==> src/rtl/dcm_pkg.sv <==
// dcm_pkg: register map, flag bits and FSM encodings shared by the loop scheduler.
package dcm_pkg;
  localparam int NUM_CH = 8;

  // Status block at 8n (flags, pos[23:16], pos[15:8], pos[7:0]);
  // control block at 64+8n (speed, tgt[23:16], tgt[15:8], tgt[7:0]).
  localparam logic [6:0] STAT_BASE = 7'd0;
  localparam logic [6:0] CTL_BASE  = 7'd64;

  localparam int FL_EN    = 0;
  localparam int FL_DIR   = 1;
  localparam int FL_AT    = 2;
  localparam int FL_FAULT = 3;
  localparam int FL_OTW   = 4;
  localparam int FL_RTY   = 5;

  localparam logic [1:0] ST_IDLE  = 2'd0;
  localparam logic [1:0] ST_FETCH = 2'd1;
  localparam logic [1:0] ST_EVAL  = 2'd2;
  localparam logic [1:0] ST_WB    = 2'd3;

  // Fetch order: 0 speed, 1..3 target bytes (MSB first), 4..6 position bytes.
  localparam logic [2:0] FETCH_LAST = 3'd6;

  function automatic logic [6:0] fetch_addr(input logic [2:0] ch, input logic [2:0] idx);
    if (idx <= 3'd3) return CTL_BASE | {1'b0, ch, idx};
    else             return STAT_BASE | {1'b0, ch, idx - 3'd3};
  endfunction
endpackage

==> src/rtl/dcm_chan_eval.sv <==
// dcm_chan_eval: combinational per-channel decision (enable, direction, duty).
// One instance is time-shared across all channels by the scheduler.
module dcm_chan_eval #(
  parameter int DEADBAND = 2
) (
  input  logic [7:0]  speed,
  input  logic [23:0] tgt,
  input  logic [23:0] cur,
  input  logic        fault,
  input  logic        otw,
  output logic        en,
  output logic        dir,
  output logic        at_target,
  output logic [7:0]  duty
);
  logic [23:0] mag;

  // Unsigned distance to target, then fault > at-target > drive priority
  always_comb begin
    mag       = (tgt > cur) ? (tgt - cur) : (cur - tgt);
    en        = 1'b0;
    dir       = 1'b0;
    at_target = 1'b0;
    duty      = 8'd0;
    if (fault || otw) begin
      en = 1'b0;
    end else if (speed == 8'd0 || mag <= 24'(DEADBAND)) begin
      at_target = 1'b1;
    end else begin
      en   = 1'b1;
      dir  = (tgt > cur);
      duty = (mag < {16'd0, speed}) ? mag[7:0] : speed;
    end
  end
endmodule

==> src/rtl/dcm_loop_sched.sv <==
// dcm_loop_sched: round-robin control-loop scheduler for 8 DC motor channels.
// Optional feature macro: DCM_FAULT_RETRY_EN (motor_reset pulse + retry count).
module dcm_loop_sched
  import dcm_pkg::*;
#(
  parameter int SWEEP_DIV = 1000,
  parameter int DEADBAND  = 2
) (
  input  logic        clk,
  input  logic        reset,
  output logic        rf_req,
  input  logic        rf_gnt,
  output logic [6:0]  rf_addr,
  output logic        rf_wen,
  output logic [7:0]  rf_wdata,
  input  logic [7:0]  rf_rdata,
  input  logic [7:0]  motor_fault,
  input  logic [7:0]  motor_otw,
  output logic [7:0]  drv_en,
  output logic [7:0]  drv_dir,
  output logic [63:0] drv_duty,
  output logic [7:0]  motor_reset,
  output logic        sweep_done,
  output logic        overrun
);
  localparam int CW = $clog2(SWEEP_DIV);

  logic [1:0]      state_q, state_d;
  logic [2:0]      ch_q, ch_d, idx_q, idx_d, cap_idx_q, cap_idx_d;
  logic            cap_vld_q, cap_vld_d;
  logic [CW-1:0]   cnt_q, cnt_d;
  logic [7:0]      spd_q, spd_d, flags_q, flags_d;
  logic [23:0]     tgt_q, tgt_d, cur_q, cur_d;
  logic [7:0]      en_q, en_d, dir_q, dir_d;
  logic [7:0][7:0] duty_q, duty_d;
  logic            done_q, done_d, ovr_q, ovr_d;
  logic [7:0]      mrst_q, mrst_d;
  logic [7:0][2:0] rty_q, rty_d;
  logic            tick;
  logic            ev_en, ev_dir, ev_at;
  logic [7:0]      ev_duty;

  assign tick = (cnt_q == CW'(SWEEP_DIV - 1));

  // Merge read data returned this cycle; the last byte lands during EVAL,
  // so the evaluator works from these merged values rather than the flops.
  always_comb begin
    spd_d = spd_q;
    tgt_d = tgt_q;
    cur_d = cur_q;
    if (cap_vld_q) begin
      case (cap_idx_q)
        3'd0:    spd_d         = rf_rdata;
        3'd1:    tgt_d[23:16]  = rf_rdata;
        3'd2:    tgt_d[15:8]   = rf_rdata;
        3'd3:    tgt_d[7:0]    = rf_rdata;
        3'd4:    cur_d[23:16]  = rf_rdata;
        3'd5:    cur_d[15:8]   = rf_rdata;
        default: cur_d[7:0]    = rf_rdata;
      endcase
    end
  end

  dcm_chan_eval #(.DEADBAND(DEADBAND)) u_eval (
    .speed(spd_d), .tgt(tgt_d), .cur(cur_d),
    .fault(motor_fault[ch_q]), .otw(motor_otw[ch_q]),
    .en(ev_en), .dir(ev_dir), .at_target(ev_at), .duty(ev_duty)
  );

  // Sweep timer, FSM sequencing and per-channel drive/status update
  always_comb begin
    logic [2:0] rty_nxt;
    rty_nxt   = 3'd0;
    state_d   = state_q;
    ch_d      = ch_q;
    idx_d     = idx_q;
    cap_vld_d = 1'b0;
    cap_idx_d = cap_idx_q;
    cnt_d     = tick ? '0 : cnt_q + CW'(1);
    flags_d   = flags_q;
    en_d      = en_q;
    dir_d     = dir_q;
    duty_d    = duty_q;
    done_d    = 1'b0;
    ovr_d     = ovr_q | (tick && state_q != ST_IDLE);
    mrst_d    = mrst_q;
    rty_d     = rty_q;
    case (state_q)
      ST_IDLE: if (tick) begin
        state_d = ST_FETCH;
        ch_d    = 3'd0;
        idx_d   = 3'd0;
      end
      ST_FETCH: if (rf_gnt) begin
        cap_vld_d = 1'b1;
        cap_idx_d = idx_q;
        if (idx_q == FETCH_LAST) state_d = ST_EVAL;
        else                     idx_d   = idx_q + 3'd1;
      end
      ST_EVAL: begin
`ifdef DCM_FAULT_RETRY_EN
        if (motor_fault[ch_q]) begin
          rty_nxt      = (rty_q[ch_q] == 3'd7) ? 3'd7 : rty_q[ch_q] + 3'd1;
          mrst_d[ch_q] = 1'b1;
        end else begin
          rty_nxt      = 3'd0;
          mrst_d[ch_q] = 1'b0;
        end
        rty_d[ch_q] = rty_nxt;
`endif
        en_d[ch_q]   = ev_en;
        dir_d[ch_q]  = ev_dir;
        duty_d[ch_q] = ev_duty;
        flags_d      = {rty_nxt, motor_otw[ch_q], motor_fault[ch_q], ev_at, ev_dir, ev_en};
        state_d      = ST_WB;
      end
      default: if (rf_gnt) begin
        if (ch_q == 3'(NUM_CH - 1)) begin
          state_d = ST_IDLE;
          done_d  = 1'b1;
        end else begin
          ch_d    = ch_q + 3'd1;
          idx_d   = 3'd0;
          state_d = ST_FETCH;
        end
      end
    endcase
  end

  // State registers; reset aborts any sweep in flight
  always_ff @(posedge clk) begin
    if (reset) begin
      state_q <= ST_IDLE;  ch_q <= '0;     idx_q <= '0;
      cap_vld_q <= 1'b0;   cap_idx_q <= '0; cnt_q <= '0;
      spd_q <= '0;         tgt_q <= '0;    cur_q <= '0;   flags_q <= '0;
      en_q <= '0;          dir_q <= '0;    duty_q <= '0;
      done_q <= 1'b0;      ovr_q <= 1'b0;  mrst_q <= '0;  rty_q <= '0;
    end else begin
      state_q <= state_d;  ch_q <= ch_d;   idx_q <= idx_d;
      cap_vld_q <= cap_vld_d; cap_idx_q <= cap_idx_d; cnt_q <= cnt_d;
      spd_q <= spd_d;      tgt_q <= tgt_d; cur_q <= cur_d; flags_q <= flags_d;
      en_q <= en_d;        dir_q <= dir_d; duty_q <= duty_d;
      done_q <= done_d;    ovr_q <= ovr_d; mrst_q <= mrst_d; rty_q <= rty_d;
    end
  end

  assign rf_req     = (state_q == ST_FETCH) || (state_q == ST_WB);
  assign rf_wen     = (state_q == ST_WB);
  assign rf_wdata   = (state_q == ST_WB) ? flags_q : 8'd0;
  assign rf_addr    = (state_q == ST_FETCH) ? fetch_addr(ch_q, idx_q) :
                      (state_q == ST_WB)    ? (STAT_BASE | {1'b0, ch_q, 3'd0}) : 7'd0;
  assign drv_en     = en_q;
  assign drv_dir    = dir_q;
  assign drv_duty   = duty_q;
  assign sweep_done = done_q;
  assign overrun    = ovr_q;
`ifdef DCM_FAULT_RETRY_EN
  assign motor_reset = mrst_q;
`else
  assign motor_reset = 8'd0;
`endif
endmodule

==> config.mk <==
export PLATFORM = sky130hd
export DESIGN_NAME = dcm_loop_sched
export DESIGN_NICKNAME = d
export VERILOG_FILES = /design/src/rtl/dcm_pkg.sv /design/src/rtl/dcm_chan_eval.sv /design/src/rtl/dcm_loop_sched.sv
export SDC_FILE = /design/constraint.sdc
export NUM_CORES = 1
export LEC_CHECK = 0
export CAP_MARGIN = 20
export CORE_MARGIN = 2
export CORE_UTILIZATION = 55
export CTS_CLUSTER_DIAMETER = 120
export DETAILED_ROUTE_END_ITERATION = 10
export PLACE_DENSITY = 0.81
export REMOVE_ABC_BUFFERS = 1
export SLEW_MARGIN = 20
export SYNTH_ARGS = -nofsm -noshare
export SYNTH_HDL_FRONTEND = slang
export SYNTH_SLANG_ARGS = --single-unit
export TNS_END_PERCENT = 20
==> constraint.sdc <==
create_clock -name clk -period 7 [get_ports clk]
set_input_delay 1.4 -clock clk [delete_from_list [all_inputs] [get_ports clk]]
set_output_delay 1.4 -clock clk [all_outputs]
set_load 0.1 [all_outputs]
# After elaboration in Yosys (flattened, before gate mapping)
# Index checks and enable logic that the tools add are counted.
# totals
ff_bits	165
in_bits	27
out_inout_bits	107
wordCells	128
# op_classes
add_sub_neg	6
magnitude_cmp	6
eq_ne	17
n_mux	52
n_bitwise	5
n_reduce_logical	20
# op_table
cell	n
$mux W8	12
$mux W24	3
$bwmux W64	1
$sub A24 B24 Y24	2
$demux W8 S3	1
$gt A24 B24 Y1	1
$le A24 B2 Y1 const B	1
$lt A24 B8 Y1	1
$mux W3	7
$bwmux W8	2
$mux W7	2
$eq A3 B3 Y1 const B	4
$mux W1	12
$add A10 B1 Y10 const B	1
$eq A10 B10 Y1 const B	1
$pmux W3 S3	1
$logic_not A8 Y1	1
$mux W2	4
$ne A2 B2 Y1 const B	4
$reduce_and A4 Y1	2
$add A3 B1 Y3 const B	2
$bmux W1 S3	2
$eq A3 B2 Y1 const B	2
$mux W6	1
26 further kinds	36

# Depth between registers and ports, before layout
# logic_depth
word_depth	11
mapped_depth	28
depth_no_buf	22

# Cells and area by module
# A second synthesis with hierarchy kept.
# hier_totals
hier_cells	1238
area_unflattened_um2	10037.1
# modules_own_cells
module	n_inst	cells_per_inst	area_per_inst_um2
dcm_loop_sched	1	767	6779.0
dcm_chan_eval	1	471	3258.1

# Least setup slack after synthesis
# No wires, ideal clock.
# synth_path
path_kind	in2reg
start	input rf_rdata[0]
end	register duty_q (netlist bit drv_duty[58])
setup_ns	0.119
t_arrival_ns	6.002
slack_ns	0.880
stages	25
cell_sequence	mux2i_1 -> inv_1 -> ha_1 -> fa_1 -> nor2b_1 -> o2111ai_1 -> a211oi_1 -> and4bb_4 -> a21oi_2 -> buf_6 -> buf_6 -> buf_2 -> mux2_2 -> inv_1 -> ha_1 -> a21o_1 -> a21o_1 -> a21oi_1 -> nor2b_1 -> o21ai_0 -> a21oi_1 -> or4_4 -> buf_12 -> mux2i_4 -> a22o_1
# synth_via
elab_chain_len	9
elab_cells_between_ends	22
classes_between	add/sub (2); order compare (3); mux (15); reduce/logical (2)
# synth_rtl
element	line_no	rtl
start: declaration	dcm_loop_sched.sv:16	input logic [7:0] rf_rdata,
$mux W8 (*)	dcm_loop_sched.sv:52	case (cap_idx_q)
$mux W24 (*)	dcm_loop_sched.sv:51	if (cap_vld_q) begin
net cur_d[0]	dcm_loop_sched.sv:33	logic [23:0] tgt_q, tgt_d, cur_q, cur_d;
$sub A24 B24 Y24 or $gt A24 B24 Y1 (tied branches)	dcm_chan_eval.sv:20	mag = (tgt > cur) ? (tgt - cur) : (cur - tgt);
$mux W24 (*)	dcm_chan_eval.sv:20	
$lt A24 B8 Y1 or $le A24 B2 Y1 (tied branches)	dcm_chan_eval.sv:32, dcm_chan_eval.sv:27	
$mux W8 or $logic_or A1 B1 Y1 (tied branches)	dcm_chan_eval.sv:32, dcm_chan_eval.sv:27	
$mux W8 (*)	dcm_chan_eval.sv:27	end else if (speed == 8'd0 || mag <= 24'(DEADBAND)) begin
$mux W8 (*)	dcm_chan_eval.sv:25	if (fault || otw) begin
$bwmux W64 (*)	dcm_loop_sched.sv:113	duty_d[ch_q] = ev_duty;
end signal: assignment	dcm_loop_sched.sv:142	en_q <= en_d; dir_q <= dir_d; duty_q <= duty_d;
end: declaration	dcm_loop_sched.sv:35	logic [7:0][7:0] duty_q, duty_d;
# The timed path passes the listed nets; every way through them passes the cells marked *.
# A chain may end at the register's enable or synchronous reset.

# Worst setup path after layout
# layout_path
start	input rf_rdata[1]
end	register duty_q (netlist bit drv_duty[15])
# Same word-level chain as after synthesis.

==> out/qor.yml <==
path_cells: "clkdlybuf4s50_1 > mux2i_1 > inv_1 > fa_1 > nor2b_1 > o2111ai_1 > a211oi_1 > and4bb_4 > a21oi_4 > mux2i_1 > xor2_1 > ha_1 > a21o_1 > a21oi_1 > nor2b_1 > o21ai_0 > a21oi_1 > or4_4 > mux2i_4 > a22o_1"
ys_seq_area_frac: 0.3558
yosys-top-cells-area: "dfxtp_1 (36%), ha_1 (8.4%), mux2i_1 (8.0%)"
die_h_um: 133.9
num_antenna_cells: 0
gr-total-overflow: 0
ys_ff_latch: 165
dp.cells: 1338
slowest_stage: "or4_4"
cts_tree: "built"
synthMuxAreaShare: 0.1156
dr.pass1.iters: 5
synth.avg_cell_area_um2: 9.101
final_common_cell: "dfxtp_1"
synth_xor_area_frac: 0.02831
fmax_mhz: 155.4
hpwl_mm: 19.39
cp-end-kind: "flip-flop"
synthAdderAreaFrac: 0.08788
drtIter0Drc: 886
power.density_nw_per_um2: 170.8
routedWlPerCell_um: 19.25
arrival_ns: 6.80
grt_max_degree: 86
rsz0062_at_grt: "no"
clk_pin_slew_worst_paths_ns: 0.07
cts_setup_buffers: 0
cp_max_fo: 8
nets: 1229
holdCritPathClass: "reg2reg"
vias: 8209
drtAntennaViolNets: 0
synth_compound_area_frac: 0.1940
synth_top_family_by_area: "compound AO/OA/AOI/OAI gates"
fin_skew_ns: 0.01525
dieArea_um2: 17930
p_leak_nw: 5.050
syn_area_um2: 9283
fp-row-count: 47
synthArstFlopShare: 0
clock_latency_ns: 0.43
hold_buffers: 0
seqPwrFrac: 0.486
seq_area_um2: 3303
grt_pass1_wl_mm: 41.92
area_growth_pct: 22.15
drt-vias-per-instance: 5.992
p_total_w: 0.001937
slowest_delay_ns: 0.59
syn-instance-count: 1020
period_needed_ns: 6.434
cts_resized: 0
startpoint_type: "input port"
cts_buffer_depth: 2
synthSimpleGateAreaFrac: 0.1531
final_util: 0.6862
numCtsBuffers: 17
antenna_found_initial: 0
multi_input_area_um2: 5482
clock_sinks: 165
fin_crit_sh: 0.9192
fp.dieW_um: 133.9
dpl_cell_area_um2: 10740
yosysUniqueCellTypes: 72
layout_common_cells: "dfxtp_1 (165), clkdlybuf4s50_1 (121), nor2_1 (116)"
internal-power_w: 0.001457
yosysTopAreaCell: "dfxtp_1"
yosys_most_used_dff: "dfxtp_1"
track_usage: 0.2956
grt_pass1_vias: 7818
swShare: 0.2476
routed_wl_mm: 26.37
htreeDepth: 4
synth_top_cell_area_share: 0.3558
stdcell_count: 1370
yosysWarnings: 0
max-vdd-ir-drop_mv: 0.1694
fp.coreArea_um2: 16520
io_pins: 134
hold_violations: 0
ctsRootBufferMaster: "clkbuf_16"
port-buffer-count: 122
postLayoutCellArea_um2: 11340
clockPowerShare: 0.474
tightest_slew_ns: 1.139
r2r_slack_ns: 1.14
initial_core_util: 0.5617
path_class: "in2reg"
comb_power_share: 0.040
finalMaxSlewViolations: 0
outcome: "finished clean"
power_switching_w: 0.0004795
drc_errors: 0
drive_gt1_frac: 0.09391
gp_congestion: 1.013
n_fill_cell: 1325
setup_violations: 0
slew_headroom: 0.2342
cap_violations: 0
required_ns: 7.36
synth_edf_count: 0
[metal layers]
| layer | up-vias | share of wire | track usage |
|---|---|---|---|
| met4 | 0 | 0.024 | 0.1058 |
| met5 | - | 0 | 0 |
| met3 | 47 | 0.076 | 0.05745 |
| met1 | 3950 | 0.44 | 0.4085 |
| li1 | 3846 | - | - |
| met2 | 366 | 0.46 | 0.4613 |
[kinds of logic after synthesis]
| logic type | after synthesis |
|---|---|
| XOR/XNOR | 30 |
| flip-flops | 165 |
| AND/OR/NAND/NOR | 276 |
| AO/OA/AOI/OAI | 261 |
| other | 1 |
| multiplexers | 91 |
| adder cells (fa/ha/maj) | 64 |
| buffers and inverters | 132 |
[power groups by stage]
stage / Clock [W] / Combinational [W] / Sequential (W)
2_1_floorplan: 0 / 0.0000399 / 0.000962
3_3_place_gp: 0 / 0.0000758 / 0.000963
3_5_place_dp: 0 / 0.0000763 / 0.000963
4_1_cts: 0.000920 / 0.0000765 / 0.000941
5_1_grt: 0.000962 / 0.0000816 / 0.000941
6_report: 0.000918 / 0.0000771 / 0.000941
[final cells by class]
class,instances,share of cell area
repair buffers,152,0.1280
inverters,69,0.02284
clock buffers,17,0.03752
clock inverters,14,0.01258
well taps,220,0.02428
multi-input cells,733,0.4834
flip-flops and latches,165,0.2913
[sequential cells by signal (all words and copies together) (netlist names)]
signal      cells
cur_q          24
drv_en          8
sweep_done      1
ch_q            3
idx_q           3
spd_q           8
cnt_q          10
drv_duty       64
flags_q         5
drv_dir         8
cap_vld_q       1
cap_idx_q       3
state_q         2
overrun         1
tgt_q          24
[worst paths after layout]
path | startpoint | end | cells after the start
worst max register to register | cap_vld_q | drv_duty[15] | 21
worst min register to register | drv_en[7] | drv_en[7] | 1
worst max-delay path | rf_rdata[1] | drv_duty[15] | 20
worst min-delay path | drv_en[7] | drv_en[7] | 1
[critical path, delay by kind of cell]
kind            cells  cell delay, ns
compound gates      8            1.45
fa+ha+maj           2            0.74
simple gates        4            1.09
xor+xnor            1            0.34
buf+inv             2            0.69
mux                 3            1.05
[metrics by stage]
stage	hold WS, ns	TNS [ns]	worst slack [ns]
2_1_floorplan	0.4302	-11.23	-0.1844
3_3_place_gp	0.4355	0	0.3262
3_5_place_dp	0.4396	0	0.1815
4_1_cts	0.4558	0	0.6131
5_1_grt	0.4740	0	0.2230
6_report	0.4507	0	0.5658
[cell usage after synthesis (9+ instances only)]
library cell	n
nand4_1	17
xnor2_1	16
mux2i_1	74
ha_1	62
nand2_1	49
o21ai_0	36
a22o_1	72
nor2_1	116
nand2b_1	9
a21oi_1	75
buf_4	12
buf_2	12
dfxtp_1	165
nand3_1	13
clkbuf_1	31
inv_1	69
xor2_1	14
and2_1	13
a21o_1	17
No activity file was read; power rests on OpenSTA's default activity.
